--- src/rtl/reg_file_mp_pkg.sv ---
`default_nettype none
// ============================================================================
//  Module      : reg_file_mp_pkg
//  Description : Shared constants and helpers for the multi-port register
//                file: default geometry, address-width derivation and the
//                hardwired-zero register index.
//  Revision    : 1.0  initial release
// ============================================================================
package reg_file_mp_pkg;

  localparam int c_def_xlen  = 32;
  localparam int c_def_nregs = 32;

  // Index of the register that reads as zero when ZERO_REG is enabled.
  localparam int c_reg_zero  = 0;

  // Address width for a register file of n entries (n is a power of 2, >= 2).
  function automatic int addr_width(input int n);
    return $clog2(n);
  endfunction

  function automatic logic is_zero_reg(input int addr);
    return (addr == c_reg_zero);
  endfunction

endpackage
`default_nettype wire

--- src/rtl/reg_file_mp_if.sv ---
`default_nettype none
// ============================================================================
//  Module      : reg_file_mp_if
//  Description : Read / write / claim bus of the multi-port register file.
//                master = issue/writeback side, slave = register file.
//  Ports       : rs_addr/rs_data/rs_busy  read ports (packed, port p at p*W)
//                wr_en/wr_addr/wr_data    write ports (packed per port)
//                claim_en/claim_addr      mark a register pending
//                busy_cnt                 registered count of pending regs
//  Revision    : 1.0  initial release
// ============================================================================
interface reg_file_mp_if #(
  parameter int XLEN   = 32,
  parameter int NREGS  = 32,
  parameter int NREAD  = 2,
  parameter int NWRITE = 1
);
  localparam int c_aw = $clog2(NREGS);

  logic [NREAD*c_aw-1:0]   rs_addr;
  logic [NREAD*XLEN-1:0]   rs_data;
  logic [NREAD-1:0]        rs_busy;
  logic [NWRITE-1:0]       wr_en;
  logic [NWRITE*c_aw-1:0]  wr_addr;
  logic [NWRITE*XLEN-1:0]  wr_data;
  logic                    claim_en;
  logic [c_aw-1:0]         claim_addr;
  logic [c_aw:0]           busy_cnt;

  modport master (
    output rs_addr, wr_en, wr_addr, wr_data, claim_en, claim_addr,
    input  rs_data, rs_busy, busy_cnt
  );

  modport slave (
    input  rs_addr, wr_en, wr_addr, wr_data, claim_en, claim_addr,
    output rs_data, rs_busy, busy_cnt
  );

endinterface
`default_nettype wire

--- src/rtl/reg_file_mp_read_port.sv ---
`default_nettype none
// ============================================================================
//  Module      : reg_file_mp_read_port
//  Description : One combinational read port: zero-register check, priority
//                select among same-cycle writes (highest port wins), optional
//                write-to-read bypass, busy output.
//  Ports       : i_rd_addr              read address
//                i_st_data / i_st_busy  stored value / busy bit at i_rd_addr
//                i_wr_en/addr/data      all write ports, packed
//                o_rd_data / o_rd_busy  read result
//  Revision    : 1.0  initial release
// ============================================================================
module reg_file_mp_read_port
  import reg_file_mp_pkg::*;
#(
  parameter int XLEN     = 32,
  parameter int AW       = 5,
  parameter int NWRITE   = 1,
  parameter int BYPASS   = 1,
  parameter int ZERO_REG = 1
) (
  input  logic [AW-1:0]          i_rd_addr,
  input  logic [XLEN-1:0]        i_st_data,
  input  logic                   i_st_busy,
  input  logic [NWRITE-1:0]      i_wr_en,
  input  logic [NWRITE*AW-1:0]   i_wr_addr,
  input  logic [NWRITE*XLEN-1:0] i_wr_data,
  output logic [XLEN-1:0]        o_rd_data,
  output logic                   o_rd_busy
);

  logic            w_hit;
  logic [XLEN-1:0] w_hit_data;
  logic            w_is_zero;

  assign w_is_zero = (ZERO_REG != 0) && is_zero_reg(int'(i_rd_addr));

  // Ascending scan: a later (higher-index) match overwrites an earlier one,
  // which gives the highest write port priority.
  always_comb begin
    w_hit      = 1'b0;
    w_hit_data = '0;
    for (int w = 0; w < NWRITE; w++) begin
      if (i_wr_en[w] && (i_wr_addr[w*AW +: AW] == i_rd_addr)) begin
        w_hit      = 1'b1;
        w_hit_data = i_wr_data[w*XLEN +: XLEN];
      end
    end
  end

  // Zero register beats bypass; a bypassed write retires the pending result,
  // so the port reports not-busy even if the stored busy bit is still set.
  always_comb begin
    o_rd_data = i_st_data;
    o_rd_busy = i_st_busy;
    if (w_is_zero) begin
      o_rd_data = '0;
      o_rd_busy = 1'b0;
    end else if ((BYPASS != 0) && w_hit) begin
      o_rd_data = w_hit_data;
      o_rd_busy = 1'b0;
    end
  end

endmodule
`default_nettype wire

--- src/rtl/reg_file_mp.sv ---
`default_nettype none
// ============================================================================
//  Module      : reg_file_mp
//  Description : Parametrised multi-port register file with write-to-read
//                bypass and a per-register pending-write scoreboard.
//  Ports       : clk    clock, rising edge
//                rst_n  asynchronous active-low reset
//                bus    reg_file_mp_if.slave (reads, writes, claims, busy_cnt)
//  Revision    : 1.0  initial release
// ============================================================================
module reg_file_mp
  import reg_file_mp_pkg::*;
#(
  parameter int XLEN     = c_def_xlen,
  parameter int NREGS    = c_def_nregs,
  parameter int NREAD    = 2,
  parameter int NWRITE   = 1,
  parameter int BYPASS   = 1,
  parameter int ZERO_REG = 1
) (
  input  logic          clk,
  input  logic          rst_n,
  reg_file_mp_if.slave  bus
);

  localparam int c_aw = addr_width(NREGS);

  logic [XLEN-1:0]   r_mem [NREGS];
  logic [NREGS-1:0]  r_busy;
  logic [c_aw:0]     r_busy_cnt;

  logic [NREGS-1:0]  w_busy_nxt;
  logic [c_aw:0]     w_busy_cnt_nxt;
  logic [NWRITE-1:0] w_wr_ok;
  logic              w_claim_ok;

  logic [XLEN-1:0]   w_st_data [NREAD];
  logic [NREAD-1:0]  w_st_busy;
  logic [XLEN-1:0]   w_rd_data [NREAD];
  logic [NREAD-1:0]  w_rd_busy;

  // Writes and claims aimed at the hardwired zero register are dropped here,
  // so register 0 never stores data and never becomes busy.
  always_comb begin
    w_wr_ok = '0;
    for (int w = 0; w < NWRITE; w++) begin
      w_wr_ok[w] = bus.wr_en[w] &&
                   !((ZERO_REG != 0) && is_zero_reg(int'(bus.wr_addr[w*c_aw +: c_aw])));
    end
  end

  assign w_claim_ok = bus.claim_en &&
                      !((ZERO_REG != 0) && is_zero_reg(int'(bus.claim_addr)));

  // Storage. Non-blocking writes issued in ascending port order: for a shared
  // address the last (highest-index) port's value is the one that lands.
  always_ff @(posedge clk or negedge rst_n) begin
    if (!rst_n) begin
      for (int i = 0; i < NREGS; i++) begin
        r_mem[i] <= '0;
      end
    end else begin
      for (int w = 0; w < NWRITE; w++) begin
        if (w_wr_ok[w]) begin
          r_mem[bus.wr_addr[w*c_aw +: c_aw]] <= bus.wr_data[w*XLEN +: XLEN];
        end
      end
    end
  end

  // Busy scoreboard: writes clear first, then a claim sets, so a claim and a
  // write to the same register in one cycle leaves it pending (new producer).
  always_comb begin
    w_busy_nxt = r_busy;
    for (int w = 0; w < NWRITE; w++) begin
      if (w_wr_ok[w]) begin
        w_busy_nxt[bus.wr_addr[w*c_aw +: c_aw]] = 1'b0;
      end
    end
    if (w_claim_ok) begin
      w_busy_nxt[bus.claim_addr] = 1'b1;
    end
  end

  // Count is taken from the next-state vector so it moves on the same edge
  // as the busy bits it describes.
  always_comb begin
    w_busy_cnt_nxt = '0;
    for (int i = 0; i < NREGS; i++) begin
      w_busy_cnt_nxt = w_busy_cnt_nxt + {{c_aw{1'b0}}, w_busy_nxt[i]};
    end
  end

  always_ff @(posedge clk or negedge rst_n) begin
    if (!rst_n) begin
      r_busy     <= '0;
      r_busy_cnt <= '0;
    end else begin
      r_busy     <= w_busy_nxt;
      r_busy_cnt <= w_busy_cnt_nxt;
    end
  end

  assign bus.busy_cnt = r_busy_cnt;

  for (genvar p = 0; p < NREAD; p++) begin : g_rd_port
    logic [c_aw-1:0] w_addr;

    assign w_addr       = bus.rs_addr[p*c_aw +: c_aw];
    assign w_st_data[p] = r_mem[w_addr];
    assign w_st_busy[p] = r_busy[w_addr];

    reg_file_mp_read_port #(
      .XLEN     (XLEN),
      .AW       (c_aw),
      .NWRITE   (NWRITE),
      .BYPASS   (BYPASS),
      .ZERO_REG (ZERO_REG)
    ) u_rd_port (
      .i_rd_addr (w_addr),
      .i_st_data (w_st_data[p]),
      .i_st_busy (w_st_busy[p]),
      .i_wr_en   (bus.wr_en),
      .i_wr_addr (bus.wr_addr),
      .i_wr_data (bus.wr_data),
      .o_rd_data (w_rd_data[p]),
      .o_rd_busy (w_rd_busy[p])
    );

    assign bus.rs_data[p*XLEN +: XLEN] = w_rd_data[p];
  end

  assign bus.rs_busy = w_rd_busy;

endmodule
`default_nettype wire
--- src/flat_wrapper.sv ---
// flat-port wrapper written by rule: the top's interface ports become plain ports
module reg_file_mp_flat import reg_file_mp_pkg::*;
#(
  parameter int XLEN     = c_def_xlen,
  parameter int NREGS    = c_def_nregs,
  parameter int NREAD    = 2,
  parameter int NWRITE   = 1,
  parameter int BYPASS   = 1,
  parameter int ZERO_REG = 1
)
  (clk, rst_n, bus_rs_addr, bus_wr_en, bus_wr_addr, bus_wr_data, bus_claim_en, bus_claim_addr, bus_rs_data, bus_rs_busy, bus_busy_cnt);
  reg_file_mp_if #(.XLEN(XLEN), .NREGS(NREGS), .NREAD(NREAD), .NWRITE(NWRITE)) bus_i ();
  input  logic clk;
  input  logic rst_n;
  input wire logic [$bits(bus_i.rs_addr)-1:0] bus_rs_addr;
  input wire logic [$bits(bus_i.wr_en)-1:0] bus_wr_en;
  input wire logic [$bits(bus_i.wr_addr)-1:0] bus_wr_addr;
  input wire logic [$bits(bus_i.wr_data)-1:0] bus_wr_data;
  input wire logic [$bits(bus_i.claim_en)-1:0] bus_claim_en;
  input wire logic [$bits(bus_i.claim_addr)-1:0] bus_claim_addr;
  output wire logic [$bits(bus_i.rs_data)-1:0] bus_rs_data;
  output wire logic [$bits(bus_i.rs_busy)-1:0] bus_rs_busy;
  output wire logic [$bits(bus_i.busy_cnt)-1:0] bus_busy_cnt;
  assign bus_i.rs_addr = bus_rs_addr;
  assign bus_i.wr_en = bus_wr_en;
  assign bus_i.wr_addr = bus_wr_addr;
  assign bus_i.wr_data = bus_wr_data;
  assign bus_i.claim_en = bus_claim_en;
  assign bus_i.claim_addr = bus_claim_addr;
  assign bus_rs_data = bus_i.rs_data;
  assign bus_rs_busy = bus_i.rs_busy;
  assign bus_busy_cnt = bus_i.busy_cnt;
  reg_file_mp #(.XLEN(XLEN), .NREGS(NREGS), .NREAD(NREAD), .NWRITE(NWRITE), .BYPASS(BYPASS), .ZERO_REG(ZERO_REG)) u_core (.clk(clk), .rst_n(rst_n), .bus(bus_i));
endmodule
--- config.mk ---
export PLATFORM = sky130hd
export DESIGN_NAME = reg_file_mp_flat
export DESIGN_NICKNAME = d
export VERILOG_FILES = /design/src/rtl/reg_file_mp_pkg.sv /design/src/rtl/reg_file_mp_if.sv /design/src/rtl/reg_file_mp_read_port.sv /design/src/rtl/reg_file_mp.sv /design/src/flat_wrapper.sv
export SDC_FILE = /design/constraint.sdc
export NUM_CORES = 2
export LEC_CHECK = 0
export BUFFER_PORTS_ARGS = -buffer_cell sky130_fd_sc_hd__buf_4
export CAP_MARGIN = 20
export CELL_PAD_IN_SITES_DETAIL_PLACEMENT = 2
export CELL_PAD_IN_SITES_GLOBAL_PLACEMENT = 2
export CORE_ASPECT_RATIO = 1.4
export CORE_MARGIN = 2
export CORE_UTILIZATION = 30
export CTS_BUF_LIST = sky130_fd_sc_hd__clkbuf_16
export CTS_CLUSTER_DIAMETER = 80
export CTS_CLUSTER_SIZE = 16
export DETAILED_ROUTE_END_ITERATION = 8
export PLACE_DENSITY_LB_ADDON = 0.1
export SETUP_SLACK_MARGIN = 0.05
export SLEW_MARGIN = 40
export SYNTH_ARGS = -nofsm -noshare
export SYNTH_HDL_FRONTEND = slang
export SYNTH_SLANG_ARGS = --single-unit
--- constraint.sdc ---
create_clock -name clk -period 10.23 [get_ports clk]
set_input_delay 1.023 -clock clk [delete_from_list [all_inputs] [get_ports clk]]
set_output_delay 1.023 -clock clk [all_outputs]
set_load 0.02 [all_outputs]
==> PnR_summary.wiki <==
{| class="wikitable"
! Metric !! Value
|-
| Row count || 190
|-
| Final setup violation count || 0
|-
| Critical path capture point type || flip-flop
|-
| Peak clock frequency supported by timing || 0.140 GHz
|-
| Hold Fails Final Rpt || 0
|-
| Detailed-route DRC error count || 0
|-
| Internal portion of total power || 8.76 mW
|-
| Logic pwr share || 30.5%
|-
| Largest net degree at the start of global routing || 131
|-
| CP startpoint kind || input port
|-
| Clock network latency to the later pin of the worst-skew pair || 720 ps
|-
| Total track usage || 24.4%
|-
| Share of total power consumed by net switching || 32.9%
|-
| Number of buffers inserted during clock tree synthesis || 85
|-
| Final Net Count || 4131
|-
| Area Overhead vs Synth || 10.6%
|-
| Via count of the first global-routing pass || 42100
|-
| ANT nets after route || 0
|-
| Ys Warns || 0
|-
| CTS HTree Levels || 3
|-
| Total congestion overflow || 0
|-
| Post-synth EDFFs || 0
|-
| Routed Wire Length || 238 mm
|-
| Estimated wirelength of the detail-placed design || 145 mm
|-
| Share of flip-flops with an asynchronous set or reset after synthesis || 100%
|-
| Mean instance size in the synthesized netlist || 13.9 µm²
|-
| Switching power total || 4.29 mW
|-
| Final Max Slew Viols || 0
|-
| Synthesized flop and latch total || 1062
|-
| Actual transition at the worst max-transition pin || 864 ps
|-
| Core region area || 192000 µm²
|-
| Static power due to leakage || 27.6 nW
|-
| Worst voltage drop across the vdd grid || 0.307 mV
|-
| # resized after CTS || 0
|-
| Number of setup buffers added after CTS || 0
|-
| Area contributors post-synth || sky130_fd_sc_hd__dfrtp_1, sky130_fd_sc_hd__mux2_2, sky130_fd_sc_hd__mux4_2, sky130_fd_sc_hd__mux2i_1, sky130_fd_sc_hd__nand2_1
|-
| Placed cell count || 6448
|-
| Final-layout worst hold slack || 229 ps
|-
| Max-cap check violation count || 0
|-
| Skew final || 13.5 ps
|-
| Synth Net Count || 4256
|-
| Headroom to the max-slew limit || 40.9%
|-
| Number of different library cells in the post-synthesis netlist || 68
|-
| Root buffer cell || sky130_fd_sc_hd__clkbuf_16
|-
| Via total after detailed routing || 37800
|-
| Minimum period implied by the final worst setup slack || 7140 ps
|-
| Share of the cycle needed by the critical path after routing || 69.8%
|-
| Gpl congestion || 0.759
|-
| Unrepaired setup endpoints after global routing || false
|-
| Vias per std cell || 5.74
|-
| Clock Power Share || 26.3%
|-
| Floorplan die area || 197000 µm²
|-
| Critical path data required time || 10860 ps
|-
| Leading cell type in the layout, fill and taps excluded || sky130_fd_sc_hd__dfrtp_1
|-
| Most frequent cells in the layout || sky130_fd_sc_hd__dfrtp_1, sky130_fd_sc_hd__mux2_2, sky130_fd_sc_hd__mux4_2, sky130_fd_sc_hd__nand2_1, sky130_fd_sc_hd__buf_4
|-
| Clock sinks || 1062
|-
| Proportion of layout cells with a drive suffix above 1 || 45.7%
|-
| First-pass GRT wire length || 341 mm
|-
| Antenna violations before repair || 17
|-
| Library cell occupying the most area in the post-synthesis netlist || sky130_fd_sc_hd__dfrtp_1
|-
| X dimension of the die || 375 µm
|-
| Iteration-0 DRC count of the detailed router || 2022
|-
| Most used flip-flop cell after synthesis || sky130_fd_sc_hd__dfrtp_1
|-
| Seq/Total Area, Yosys || 45.9%
|-
| TritonCTS clock tree || done
|-
| Worst-path clk slew || 80 ps
|-
| CP max FO || 33
|-
| Part of the total power dissipated in sequential elements || 43.2%
|-
| Final setup TNS || 0 ps
|-
| Routed wire length per instance || 36.2 µm
|-
| Total of hold buffers inserted after clock tree synthesis || 0
|-
| Post-Synthesis Cell Area || 57900 µm²
|-
| Result of the run || complete, no violations
|-
| Port Buf Inserts || 127
|-
| Maximum clock insertion buffer count || 3
|-
| Number of search-and-repair iterations in the first detailed-routing pass || 5
|-
| Post-route insts no fill || 6583
|-
| IO Pins || 128
|-
| Post-Syn Instances || 4168
|-
| Die Y || 524 µm
|-
| Type of the worst setup path || in -> reg
|-
| Type of the most critical hold path || in -> async
|-
| Synth top area share || 45.9%
|-
| Initial core utilization || 30.2%
|-
| PD cells || 204 nW/µm²
|-
| Arr. time, crit path || 7770 ps
|}
==> cell type report <==
class	instances	area, µm²
fillers	19400	128000
multi-input cells	2592	29200
diodes	3	7.51
flip-flops and latches	1062	26600
clock inverters	40	347
clock buffers	88	2200
well taps	2496	3120
inverters	52	199
repair buffers	250	2340
==> metrics by stage <==
stage / setup WS (ps) / area, µm² / utilization (%) / total power [mW]
2_1_floorplan: 3530 / 57900 / - / 8.45
3_3_place_gp: 2350 / 61000 / 31.8 / 9.63
3_5_place_dp: 2340 / 61300 / 32.0 / 9.79
4_1_cts: 3110 / 63900 / 33.3 / 13.3
5_1_grt: 2870 / 64000 / 33.4 / 13.9
6_report: 3090 / 64000 / 33.4 / 13.0
==> routing by layer <==
metal	track usage, %	routed length, µm
met4	6.85	7060
met5	0	65
met3	2.58	7550
met1	32.2	103000
met2	42.5	120000
==> kinds of logic after synthesis <==
family / after synthesis / share of synthesized area (%)
flops: 1062 / 45.9
simple gates: 562 / 4.35
xor+xnor: 13 / 0.197
compound gates: 389 / 4.95
fa+ha+maj: 32 / 1.00
buf+inv: 514 / 4.30
mux: 1596 / 39.3
==> path summary, 6_finish.rpt <==
kind | from | to | slack (ps) | cells past startpoint
setup / recovery | bus_wr_addr[3] | u_core.bus.busy_cnt[4] | 3090 | 20
setup reg to reg | u_core.r_busy[1] | u_core.bus.busy_cnt[4] | 4860 | 15
max in group asynchronous | rst_n | u_core.r_mem[335] | 7840 | 5
hold / removal | rst_n | u_core.r_mem[138] | 230 | 1
hold reg to reg | u_core.r_mem[1001] | u_core.r_mem[1001] | 400 | 0
min in group clk | u_core.r_mem[1001] | u_core.r_mem[1001] | 400 | 0
==> synth_stat cells (15+ instances only) <==
| library cell | n |
|---|---|
| sky130_fd_sc_hd__fa_1 | 24 |
| sky130_fd_sc_hd__dfrtp_1 | 1062 |
| sky130_fd_sc_hd__buf_2 | 120 |
| sky130_fd_sc_hd__buf_6 | 25 |
| sky130_fd_sc_hd__a211oi_1 | 31 |
| sky130_fd_sc_hd__inv_1 | 50 |
| sky130_fd_sc_hd__mux4_2 | 443 |
| sky130_fd_sc_hd__nand3_1 | 42 |
| sky130_fd_sc_hd__clkbuf_1 | 216 |
| sky130_fd_sc_hd__o21ai_0 | 48 |
| sky130_fd_sc_hd__a221oi_1 | 38 |
| sky130_fd_sc_hd__nor4_1 | 19 |
| sky130_fd_sc_hd__nor2b_1 | 17 |
| sky130_fd_sc_hd__buf_4 | 52 |
| sky130_fd_sc_hd__a221o_1 | 19 |
| sky130_fd_sc_hd__nand2_1 | 267 |
| sky130_fd_sc_hd__nor2_1 | 93 |
| sky130_fd_sc_hd__a2111oi_0 | 15 |
| sky130_fd_sc_hd__mux2_2 | 979 |
| sky130_fd_sc_hd__o22ai_1 | 89 |
| sky130_fd_sc_hd__a22o_1 | 43 |
| sky130_fd_sc_hd__buf_1 | 47 |
| sky130_fd_sc_hd__nor3_1 | 77 |
| sky130_fd_sc_hd__a22oi_1 | 56 |
| sky130_fd_sc_hd__mux2i_1 | 169 |
==> flip-flops by register name, indices dropped and copies added (netlist names) <==
| register | cells |
|---|---|
| u_core.bus.busy_cnt | 6 |
| u_core.r_mem | 1024 |
| u_core.r_busy | 32 |
==> power by group through the flow <==
stage | sequential (mW) | combinational (mW) | clock (mW)
after floorplan | 5.49 | 2.96 | 0
after global placement | 5.66 | 3.97 | 0
after detailed placement | 5.72 | 4.07 | 0
after CTS | 5.63 | 4.07 | 3.57
after global routing | 5.76 | 4.44 | 3.69
final | 5.64 | 3.98 | 3.43
==> critical path: stages <==
cell and delay (ps):
sky130_fd_sc_hd__buf_4 170, sky130_fd_sc_hd__nor2b_1 710, sky130_fd_sc_hd__nor2b_1 640, sky130_fd_sc_hd__nand2_8 440
sky130_fd_sc_hd__a22o_1 360, sky130_fd_sc_hd__inv_1 80, sky130_fd_sc_hd__fa_1 410, sky130_fd_sc_hd__inv_1 100
sky130_fd_sc_hd__fa_1 390, sky130_fd_sc_hd__inv_1 80, sky130_fd_sc_hd__fa_1 450, sky130_fd_sc_hd__fa_1 500
sky130_fd_sc_hd__fa_1 490, sky130_fd_sc_hd__inv_1 50, sky130_fd_sc_hd__fa_1 470, sky130_fd_sc_hd__fa_1 420
sky130_fd_sc_hd__fa_1 480, sky130_fd_sc_hd__a21o_1 180, sky130_fd_sc_hd__a21oi_1 160, sky130_fd_sc_hd__xnor2_1 140
(Power assumes the default switching activity.)
